`src/rtl/mips_pkg.sv`:
```
// Shared MIPS encoding constants: mnemonics, opcodes, loader states and error codes.
// Used by the main decoder and by the program loader.
package mips_pkg;

    typedef enum logic [3:0] {
        M_RTYPE = 4'd0,
        M_LW    = 4'd1,
        M_LH    = 4'd2,
        M_LB    = 4'd3,
        M_LBU   = 4'd4,
        M_SW    = 4'd5,
        M_SH    = 4'd6,
        M_SB    = 4'd7,
        M_BEQ   = 4'd8,
        M_BNE   = 4'd9,
        M_ADDI  = 4'd10,
        M_ORI   = 4'd11,
        M_J     = 4'd12
    } mnem_t;

    localparam logic [5:0] OP_RTYPE = 6'b000000;
    localparam logic [5:0] OP_LW    = 6'b100011;
    localparam logic [5:0] OP_LH    = 6'b100001;
    localparam logic [5:0] OP_LB    = 6'b100000;
    localparam logic [5:0] OP_LBU   = 6'b100100;
    localparam logic [5:0] OP_SW    = 6'b101011;
    localparam logic [5:0] OP_SH    = 6'b101001;
    localparam logic [5:0] OP_SB    = 6'b101000;
    localparam logic [5:0] OP_BEQ   = 6'b000100;
    localparam logic [5:0] OP_BNE   = 6'b000101;
    localparam logic [5:0] OP_ADDI  = 6'b001000;
    localparam logic [5:0] OP_ORI   = 6'b001101;
    localparam logic [5:0] OP_J     = 6'b000010;

    // Loader states kept as plain 2-bit codes so legacy decoders of the state bus still match.
    typedef logic [1:0] ldr_state_t;
    localparam ldr_state_t LDR_IDLE = 2'd0;
    localparam ldr_state_t LDR_RUN  = 2'd1;
    localparam ldr_state_t LDR_DONE = 2'd2;
    localparam ldr_state_t LDR_ERR  = 2'd3;

    localparam logic [1:0] ERR_NONE     = 2'b00;
    localparam logic [1:0] ERR_ILLEGAL  = 2'b01;
    localparam logic [1:0] ERR_OVERFLOW = 2'b10;

endpackage

```
`src/rtl/instr_enc_comb.sv`:
```
// Combinational MIPS assembler: mnemonic plus fields -> 32-bit word and legality flag.
// Fields not used by a format are ignored.
module instr_enc_comb
    import mips_pkg::*;
(
    input  logic [3:0]  mnem,
    input  logic [4:0]  rs,
    input  logic [4:0]  rt,
    input  logic [4:0]  rd,
    input  logic [4:0]  shamt,
    input  logic [5:0]  funct,
    input  logic [15:0] imm,
    input  logic [25:0] target,
    output logic        legal,
    output logic [31:0] word
);

    always_comb begin
        legal = 1'b1;
        word  = '0;
        case (mnem)
            M_RTYPE: word = {OP_RTYPE, rs, rt, rd, shamt, funct};
            M_LW:    word = {OP_LW,   rs, rt, imm};
            M_LH:    word = {OP_LH,   rs, rt, imm};
            M_LB:    word = {OP_LB,   rs, rt, imm};
            M_LBU:   word = {OP_LBU,  rs, rt, imm};
            M_SW:    word = {OP_SW,   rs, rt, imm};
            M_SH:    word = {OP_SH,   rs, rt, imm};
            M_SB:    word = {OP_SB,   rs, rt, imm};
            M_BEQ:   word = {OP_BEQ,  rs, rt, imm};
            M_BNE:   word = {OP_BNE,  rs, rt, imm};
            M_ADDI:  word = {OP_ADDI, rs, rt, imm};
            M_ORI:   word = {OP_ORI,  rs, rt, imm};
            M_J:     word = {OP_J, target};
            default: legal = 1'b0;
        endcase
    end

endmodule

```
`src/rtl/instr_encoder_loader.sv`:
```
// Boot-path program loader: encodes symbolic instruction beats and writes them
// sequentially into imem through a held write/ack handshake.
module instr_encoder_loader
    import mips_pkg::*;
#(
    parameter int ADDR_W = 6,
    parameter int DEPTH  = 64
)
(
    input  logic              clk,
    input  logic              reset,
    input  logic              start,
    input  logic              in_valid,
    output logic              in_ready,
    input  logic [3:0]        in_mnem,
    input  logic [4:0]        in_rs,
    input  logic [4:0]        in_rt,
    input  logic [4:0]        in_rd,
    input  logic [4:0]        in_shamt,
    input  logic [5:0]        in_funct,
    input  logic [15:0]       in_imm,
    input  logic [25:0]       in_target,
    input  logic              in_last,
    output logic              imem_we,
    output logic [ADDR_W-1:0] imem_addr,
    output logic [31:0]       imem_wd,
    input  logic              imem_ack,
    output logic              busy,
    output logic              done,
    output logic              err,
    output logic [1:0]        err_code,
    output logic [ADDR_W:0]   count
);

    localparam logic [ADDR_W:0] DEPTH_C = (ADDR_W+1)'(DEPTH);

    ldr_state_t        state;
    logic [ADDR_W-1:0] ptr;
    logic              last_pend;
    logic              ill_pend;
    logic              enc_legal;
    logic [31:0]       enc_word;
    logic              ack;
    logic              accept;
    logic [ADDR_W:0]   count_next;

    instr_enc_comb u_enc (
        .mnem   (in_mnem),
        .rs     (in_rs),
        .rt     (in_rt),
        .rd     (in_rd),
        .shamt  (in_shamt),
        .funct  (in_funct),
        .imm    (in_imm),
        .target (in_target),
        .legal  (enc_legal),
        .word   (enc_word)
    );

    assign ack        = imem_we & imem_ack;
    assign count_next = count + (ADDR_W+1)'(ack);
    // Stop accepting once a terminating beat (last or illegal) is waiting on its pending write.
    assign in_ready   = (state == LDR_RUN) & ~ill_pend & ~last_pend
                      & (~imem_we | imem_ack) & (count_next < DEPTH_C);
    assign accept     = in_valid & in_ready;
    assign busy       = (state == LDR_RUN);
    assign imem_addr  = ptr;

    always_ff @(posedge clk or negedge reset) begin
        if (!reset) begin
            state     <= LDR_IDLE;
            ptr       <= '0;
            count     <= '0;
            imem_we   <= 1'b0;
            imem_wd   <= '0;
            done      <= 1'b0;
            err       <= 1'b0;
            err_code  <= ERR_NONE;
            last_pend <= 1'b0;
            ill_pend  <= 1'b0;
        end else begin
            case (state)
                LDR_RUN: begin
                    if (ack) begin
                        ptr     <= ptr + ADDR_W'(1);
                        count   <= count_next;
                        imem_we <= 1'b0;
                    end
                    if (accept) begin
                        if (enc_legal) begin
                            imem_we   <= 1'b1;
                            imem_wd   <= enc_word;
                            last_pend <= in_last;
                        end else if (imem_we && !imem_ack) begin
                            ill_pend <= 1'b1;
                        end else begin
                            state    <= LDR_ERR;
                            err      <= 1'b1;
                            err_code <= ERR_ILLEGAL;
                        end
                    end
                    if (ack && ill_pend) begin
                        state    <= LDR_ERR;
                        err      <= 1'b1;
                        err_code <= ERR_ILLEGAL;
                        ill_pend <= 1'b0;
                    end
                    if (ack && last_pend) begin
                        state     <= LDR_DONE;
                        done      <= 1'b1;
                        last_pend <= 1'b0;
                    end
                    if (count == DEPTH_C && !imem_we && in_valid) begin
                        state    <= LDR_ERR;
                        err      <= 1'b1;
                        err_code <= ERR_OVERFLOW;
                    end
                end
                default: begin
                    if (start) begin
                        state     <= LDR_RUN;
                        ptr       <= '0;
                        count     <= '0;
                        imem_we   <= 1'b0;
                        done      <= 1'b0;
                        err       <= 1'b0;
                        err_code  <= ERR_NONE;
                        last_pend <= 1'b0;
                        ill_pend  <= 1'b0;
                    end
                end
            endcase
        end
    end

endmodule

```
`config.mk`:
```
export PLATFORM = sky130hd
export DESIGN_NAME = instr_encoder_loader
export DESIGN_NICKNAME = d
export VERILOG_FILES = /design/src/rtl/mips_pkg.sv /design/src/rtl/instr_enc_comb.sv /design/src/rtl/instr_encoder_loader.sv
export SDC_FILE = /design/constraint.sdc
export NUM_CORES = 1
export LEC_CHECK = 0
export ABC_AREA = 1
export ABC_CLOCK_PERIOD_IN_PS = 4800
export CORE_AREA = 3 3 65 113
export CTS_CLUSTER_DIAMETER = 30
export CTS_CLUSTER_SIZE = 25
export DETAILED_ROUTE_END_ITERATION = 10
export DIE_AREA = 0 0 68 116
export PLACE_DENSITY_LB_ADDON = 0.12
export SLEW_MARGIN = 20
export SYNTH_ARGS = -nofsm -noshare
export SYNTH_HDL_FRONTEND = slang
export SYNTH_SLANG_ARGS = --single-unit
```
`constraint.sdc`:
```
create_clock -name clk -period 4.8 [get_ports clk]
set_clock_uncertainty 0.1 [all_clocks]
set_input_delay 0.96 -clock clk [delete_from_list [all_inputs] [get_ports clk]]
set_output_delay 0.96 -clock clk [all_outputs]
set_load 0.01 [all_outputs]
```
==> results of run 1 <==
==> worst register-to-register path, cell delays in order (launching register included) <==
cell and delay [ps]:
dfrtp_1 400, nand2_1 90, inv_1 100, ha_1 180, ha_1 190, nand2_1 60, nor2_1 140, nand2_1 70
nand2_1 110, nand4_4 120, inv_4 180, nand2_8 250, nand2_1 180, o21ai_2 60
==> cell usage in the layout, fill, tap and decap left out, types with 8 or more instances in the layout <==
cell / synthesis / routed
nand3_1: 23 / 23
inv_1: 26 / 26
o21ai_0: 8 / 8
nor2_1: 22 / 22
o21ai_2: 21 / 21
clkdlybuf4s50_1: 0 / 127
dfrtp_1: 53 / 53
a21oi_1: 25 / 25
nand2_1: 140 / 140
a22o_1: 12 / 12
==> kinds of logic after synthesis <==
logic type / count (synthesis) / synth area share (%)
fa+ha+maj: 3 / 1.26
other cells: 1 / 0.126
compound gates: 73 / 17.0
flops: 53 / 44.4
buf+inv: 44 / 7.76
simple gates: 202 / 29.4
==> metal layers <==
metal	track usage [%]	part of all wire (%)
met1	20.6	33
met2	42.7	58
met3	5.14	5.8
met4	8.76	3.6
met5	0	0
==> area by class of cell <==
cell class,count,area share (%)
inverter,30,2.59
clock inverter,3,1.55
multi-input combinational,279,32.1
clock buffer,5,2.81
tap,82,2.31
timing repair buffer,129,28.9
sequential,53,29.8
==> power by group through the flow <==
| stage | clock network [mW] | logic (mW) | registers (mW) |
|---|---|---|---|
| after floorplan | 0 | 0.449 | 0.736 |
| after global placement | 0 | 0.918 | 0.679 |
| after detailed placement | 0 | 0.931 | 0.685 |
| after CTS | 0.474 | 0.936 | 0.679 |
| after global routing | 0.492 | 1.02 | 0.697 |
| final | 0.465 | 0.922 | 0.678 |
==> state kept, by name (all words and copies together) (netlist names) <==
register   cells
ill_pend       1
imem_wd       31
err            1
done           1
last_pend      1
imem_addr      6
imem_we        1
count          7
state          2
err_code       2
==> worst max path at each step <==
| stage | from | endpoint | slack (ps) | cells past startpoint |
|---|---|---|---|---|
| 6_report | imem_ack | in_ready | 660 | 12 |
| 5_1_grt | imem_ack | in_ready | 450 | 12 |
| 4_1_cts | imem_ack | in_ready | 650 | 12 |
| 3_5_place_dp | imem_ack | in_ready | 660 | 12 |
| 3_3_place_gp | imem_ack | in_ready | 730 | 12 |
| 2_1_floorplan | imem_ack | in_ready | 1750 | 10 |
==> through the flow <==
stage,utilization [%],instance area (um^2),worst slack (ps),instances
after floorplan,-,2980,1750,376
after global placement,65.1,4250,727,573
after detailed placement,65.1,4250,661,573
after CTS,68.0,4450,653,581
after global routing,68.0,4450,448,581
final,68.0,4450,657,581
==> impl_results.md, run 1 <==
- Most frequent cells after synthesis: 140 x nand2_1, 53 x dfrtp_1, 26 x inv_1
- Number of top-level pins: 130
- FF-to-FF End: imem_wd[14]
- Final hold violations: 0
- Yosys top cell by area: dfrtp_1
- Final setup fails: 0
- Crit path cell chain: clkdlybuf4s50_1, nand2_1, inv_1, ha_1, ha_1, nand2_1, nor2_1, nand2_1, nand2_1, nand2_1, nor2_1, clkdlybuf4s50_1
- Total gr overflow: 0
- Mapped Area: 0.00298 mm^2
- Sw Ratio: 35.4%
- Crit path largest cell delay: 530 ps
- Fill cell count: 616
- Sw Pwr: 730 uW
- GRT Overall Usage: 21.9%
- Pwr Density: 464 mW/mm^2
- Sequential area share after synthesis: 44.4%
- Nets: 579
- Worst Path Buf+Inv: 3
- Synth area leaders: dfrtp_1 44%, nand2_1 18%, o21ai_2 6.2%
- Clk sinks: 53
- RSZ-0062 raised after global routing: no
- Syn avg cell area: 7.94 um^2
- CTS Hold Bufs: 0
- Status: finished, final reports clean
- CP Data Required Time: 3740 ps
- Most used cell, CP: nand2_1
- Synth top area share: 44.4%
- First-pass DRT Iterations: 4
- Hold path start: imem_wd[24]
- Lkg Pwr: 2.08 nW
- Port Buffers: 128
- Root buffer cell: clkbuf_16
- Syn-to-layout area delta: 49.1%
- Die X: 68 um
- Post-CTS Setup Bufs: 0
- Setup crit start kind: input pin
- Die Span Y: 116 um
- Clock Latency Late Sink: 290 ps
- Clk buf depth: 2
- WL final: 7920 um
- CP Class: input pin to primary output
- CP endpoint kind: primary output
- Cell with the most instances after synthesis: nand2_1
- Post-synthesis register bit count: 53
- Detailed placement HPWL: 6180 um
- Combinational share of power: 44.6%
- Final Slew Violations: 0
- Via Count: 2,893
- Largest net degree at the start of global routing: 54
- Worst min path class: flop to flop
- Reg-to-reg startpoint: imem_we
- Peak supply drop: 0.000252 V
- Residual DRC: 0
- Clock network power share: 22.5%
- Core area: 0.00654 mm^2
- Worst-path fanout max: 3
- Cell family with most CP delay: buffers and inverters
- Worst R2R Setup Slack: 2460 ps
- Wire per inst: 13.6 um
- Slew Limit Headroom: 54.1%
- Int Pwr: 1.33 mW
- Area taken by multi-input logic gates: 0.00143 mm^2
- Rows: 39
- EDFF count, synth: 0
- Share of cells above drive strength 1: 9.42%
- Register area: 0.00133 mm^2
- Vias in the first global route: 2,976
- Power Total: 2.06 mW
- First-pass GRT wire length: 13,100 um
- Fmax: 241 MHz
- Register-to-Register Path Depth: 13
- Fin crit share: 86.3%
- Die area: 0.00789 mm^2
- Ant. Diodes: 0
- Vias/cell: 4.98
- Hold Path End: imem_wd[24]
- Yosys warns: 0
- Initial antenna violation count: 0
- Starting Density: 45.6%
- Hold path depth: 2
- Clock H-tree levels: 2
- Setup TNS: 0 ps
- Post-synth top flop: dfrtp_1
- Post-synth ARST share: 100%
- Netlist cell types: 32
- Inserted Clock Buffers: 5
- Cells after Synth: 376
- DRT iter0 DRCs: 120
- Clock Pin Slew Worst Setup and Hold Paths: 70 ps
- Mapped Nets: 457
- Data arrival, critical path: 3080 ps
- CTS tree: yes
- Hold WS: 374 ps
- Routability Congestion: 0.804
- Max Cap Violations: 0
- Crit-path slowest cell: clkdlybuf4s50_1
- Reg power frac: 32.8%
- PostCTS Resize Cnt: 0
- Tightest Pin Transition: 689 ps
- Antenna-violating nets left: 0
- Crit path time final: 4140 ps
Power figures use the tool's default switching activity.
==> run 2, diff against run 1 <==
--- a/config.mk
+++ b/config.mk
@@ -8,11 +8,13 @@
 export ABC_AREA = 1
 export ABC_CLOCK_PERIOD_IN_PS = 4800
 export CORE_AREA = 3 3 65 113
+export CTS_BUF_LIST = sky130_fd_sc_hd__clkbuf_8 sky130_fd_sc_hd__clkbuf_16
 export CTS_CLUSTER_DIAMETER = 30
 export CTS_CLUSTER_SIZE = 25
 export DETAILED_ROUTE_END_ITERATION = 10
 export DIE_AREA = 0 0 68 116
 export PLACE_DENSITY_LB_ADDON = 0.12
+export SETUP_SLACK_MARGIN = 0.15
 export SLEW_MARGIN = 20
 export SYNTH_ARGS = -nofsm -noshare
 export SYNTH_HDL_FRONTEND = slang
==> results of run 2 <==
Same layout as run 1: the final DEF is identical, and so are final timing and power.
==> run 3, diff against run 2 <==
--- a/config.mk
+++ b/config.mk
@@ -6,13 +6,13 @@
 export NUM_CORES = 1
 export LEC_CHECK = 0
 export ABC_AREA = 1
-export ABC_CLOCK_PERIOD_IN_PS = 4800
-export CORE_AREA = 3 3 65 113
+export ABC_CLOCK_PERIOD_IN_PS = 4600
+export CORE_AREA = 3 3 67 117
 export CTS_BUF_LIST = sky130_fd_sc_hd__clkbuf_8 sky130_fd_sc_hd__clkbuf_16
 export CTS_CLUSTER_DIAMETER = 30
 export CTS_CLUSTER_SIZE = 25
 export DETAILED_ROUTE_END_ITERATION = 10
-export DIE_AREA = 0 0 68 116
+export DIE_AREA = 0 0 70 120
 export PLACE_DENSITY_LB_ADDON = 0.12
 export SETUP_SLACK_MARGIN = 0.15
 export SLEW_MARGIN = 20
==> constraint.sdc (replaced) <==
create_clock -name clk -period 4.6 [get_ports clk]
set_clock_uncertainty 0.1 [all_clocks]
set_input_delay 0.92 -clock clk [delete_from_list [all_inputs] [get_ports clk]]
set_output_delay 0.92 -clock clk [all_outputs]
set_load 0.01 [all_outputs]
==> run 3 against run 2 <==
Sequential power rose by 4.1%. Clock power fell by 20%. Critical path depth did not move. Total power fell by 1.3%. Highest routed layer unchanged. Die area rose by 6.5%. Critical path type unchanged. Flip-flop and latch count did not move. Worst setup slack got worse by 100 ps. Register-to-register slack got worse by 210 ps. Routed wire length fell by 0.64%. Combinational power rose by 4.0%. Sequential share of layout area rose by 0.28 points.
==> impl_results.md, run 3 (synthesized netlist as in run 1, its figures left out) <==
- Inserted Clock Buffers: 5 (unchanged)
- Post-Place Cell Area: 0.00426 mm^2 (was 0.00425 mm^2)
- Die X: 70 um (was 68 um)
- Syn-to-layout area delta: 47.7% (was 49.1%)
- Setup crit start kind: input pin (unchanged)
- Detailed placement HPWL: 6260 um (was 6180 um)
- Lkg Pwr: 2.06 nW (was 2.08 nW)
- Max Cap Violations: 0 (unchanged)
- Clock Pin Slew Worst Setup and Hold Paths: 70 ps (about the same)
- Clock Latency Late Sink: 290 ps (about the same)
- Post-route cell area: 0.00441 mm^2 (was 0.00445 mm^2)
- First-pass DRT Iterations: 4 (unchanged)
- CTS tree: yes (unchanged)
- PostCTS Resize Cnt: 0 (unchanged)
- RSZ-0062 raised after global routing: no (unchanged)
- Vias in the first global route: 2,817 (was 2,976)
- Sw Pwr: 757 uW (was 730 uW)
- Initial antenna violation count: 0 (unchanged)
- Commonest non-fill, non-tap cell in the layout: nand2_1 (unchanged)
- Nets: 579 (unchanged)
- Port Buffers: 128 (unchanged)
- Routability Congestion: 0.919 (was 0.804)
- Share of cells above drive strength 1: 9.42% (unchanged)
- Register with the most flip-flops: imem_wd (unchanged)
- GRT Overall Usage: 19.2% (was 21.9%)
- Via Count: 2,915 (was 2,893)
- Largest net degree at the start of global routing: 54 (unchanged)
- Peak supply drop: 0.000225 V (was 0.000252 V)
- CP Class: input pin to primary output (unchanged)
- Data arrival, critical path: 3020 ps (was 3080 ps)
- Largest register FFs: 31 (unchanged)
- CTS Hold Bufs: 0 (unchanged)
- Starting Density: 42.2% (was 45.6%)
- Core area: 0.00708 mm^2 (was 0.00654 mm^2)
- Clock network power share: 18.3% (was 22.5%)
- Fin crit share: 87.9%
- CP Data Required Time: 3580 ps (was 3740 ps)
- Fmax: 247 MHz
- Worst-path fanout max: 3 (unchanged)
- Most frequent cells in the layout: 140 x nand2_1, 127 x clkdlybuf4s50_1, 53 x dfrtp_1 (unchanged)
- Worst min path class: flop to flop (unchanged)
- Met3 usage in global routing: 4.78% (was 5.14%)
- Wire per inst: 13.4 um (was 13.6 um)
- Int Pwr: 1.28 mW (was 1.33 mW)
- Ant. Diodes: 0 (unchanged)
- Antenna-violating nets left: 0 (unchanged)
- Final Slew Violations: 0 (unchanged)
- Reg power frac: 34.6% (was 32.8%)
- Clk sinks: 53 (unchanged)
- Sw Ratio: 37.1% (was 35.4%)
- Combinational share of power: 47.0% (was 44.6%)
- First-pass GRT wire length: 12,800 um (was 13,100 um)
- Slew Limit Headroom: 54.9% (was 54.1%)
- Grt met1 use: 17.7% (was 20.6%)
- DRT iter0 DRCs: 129 (was 120)
- CP endpoint kind: primary output (unchanged)
- Status: finished, final reports clean (unchanged)
- Crit path time final: 4040 ps
- Number of top-level pins: 130 (unchanged)
- Residual DRC: 0 (unchanged)
- Total gr overflow: 0 (unchanged)
- Final setup fails: 0 (unchanged)
- Root buffer cell: clkbuf_16 (unchanged)
- Final hold violations: 0 (unchanged)
- WL final: 7860 um (was 7920 um)
- Die area: 0.00840 mm^2 (was 0.00789 mm^2)
- Rows: 41 (was 39)
- Pwr Density: 463 mW/mm^2 (was 464 mW/mm^2)
- Tightest Pin Transition: 677 ps (was 689 ps)
- Die Span Y: 120 um (was 116 um)
- Clock H-tree levels: 2 (unchanged)
- Met2 Track Usage GR: 37.2% (was 42.7%)
- Post-CTS Setup Bufs: 0 (unchanged)
- Setup TNS: 0 ps (unchanged)
- Power Total: 2.04 mW (was 2.06 mW)
- Vias/cell: 4.98 (about the same)
- Clk buf depth: 2 (unchanged)
- Top Usage Layer GRT: met2 (unchanged)
[run 3: cell types whose count changed in the layout (fill, tap and decap cells not counted), sizes merged]
cell / previous run / this run
clkinv: 0 / 3
bufinv: 2 / 0
inv: 31 / 30
[run 3: path summary, 6_finish.rpt]
| path | start | end | slack (ps) | cells after the start |
|---|---|---|---|---|
| setup / recovery | imem_ack | in_ready | 560 | 12 |
| hold / removal | imem_wd[19] | imem_wd[19] | 380 | 2 |
| setup reg to reg | imem_we | imem_wd[5] | 2250 | 13 |
| hold reg to reg | imem_wd[19] | imem_wd[19] | 380 | 2 |
| max in group asynchronous | reset | count[0] | 3300 | 2 |
| min in group asynchronous | reset | count[2] | 630 | 2 |
[run 3: area by class of cell]
type / instances / area [um^2]
sequential: 53 / 1330
fill: 653 / 2670
multi-input combinational: 279 / 1430
timing repair buffer: 129 / 1280
inverter: 30 / 115
clock buffer: 5 / 125
tap: 86 / 108
clock inverter: 3 / 22.5
[run 3: through the flow]
step / std cells / hold WS (ps) / utilization (%) / setup WS [ps]
after detailed placement: 577 / 362 / 60.2 / 573
after global placement: 577 / 355 / 60.2 / 627
final: 585 / 376 / 62.2 / 558
after global routing: 585 / 398 / 62.2 / 464
after floorplan: 376 / 378 / - / 1630
after CTS: 585 / 379 / 62.2 / 566
[run 3: critical path, cell delays in order]
cell	delay [ps]
clkdlybuf4s50_1	490
nand2_1	80
inv_1	100
ha_1	170
ha_1	180
nand2_1	60
nor2_1	120
nand2_1	60
nand2_1	120
nand2_1	90
nor2_1	90
clkdlybuf4s50_1	530
[run 3: metal layers]
layer,routed length (um),vias to the layer above
met3,451,25
met1,2580,1336
li1,-,1464
met4,342,0
met5,0,-
met2,4490,90
[run 3: power groups by stage]
stage	Combinational, mW	Clock [mW]	Sequential, mW
after detailed placement	0.975	0	0.714
after floorplan	0.469	0	0.768
after global routing	1.06	0.408	0.726
after CTS	0.978	0.391	0.707
after global placement	0.959	0	0.708
final	0.959	0.373	0.706
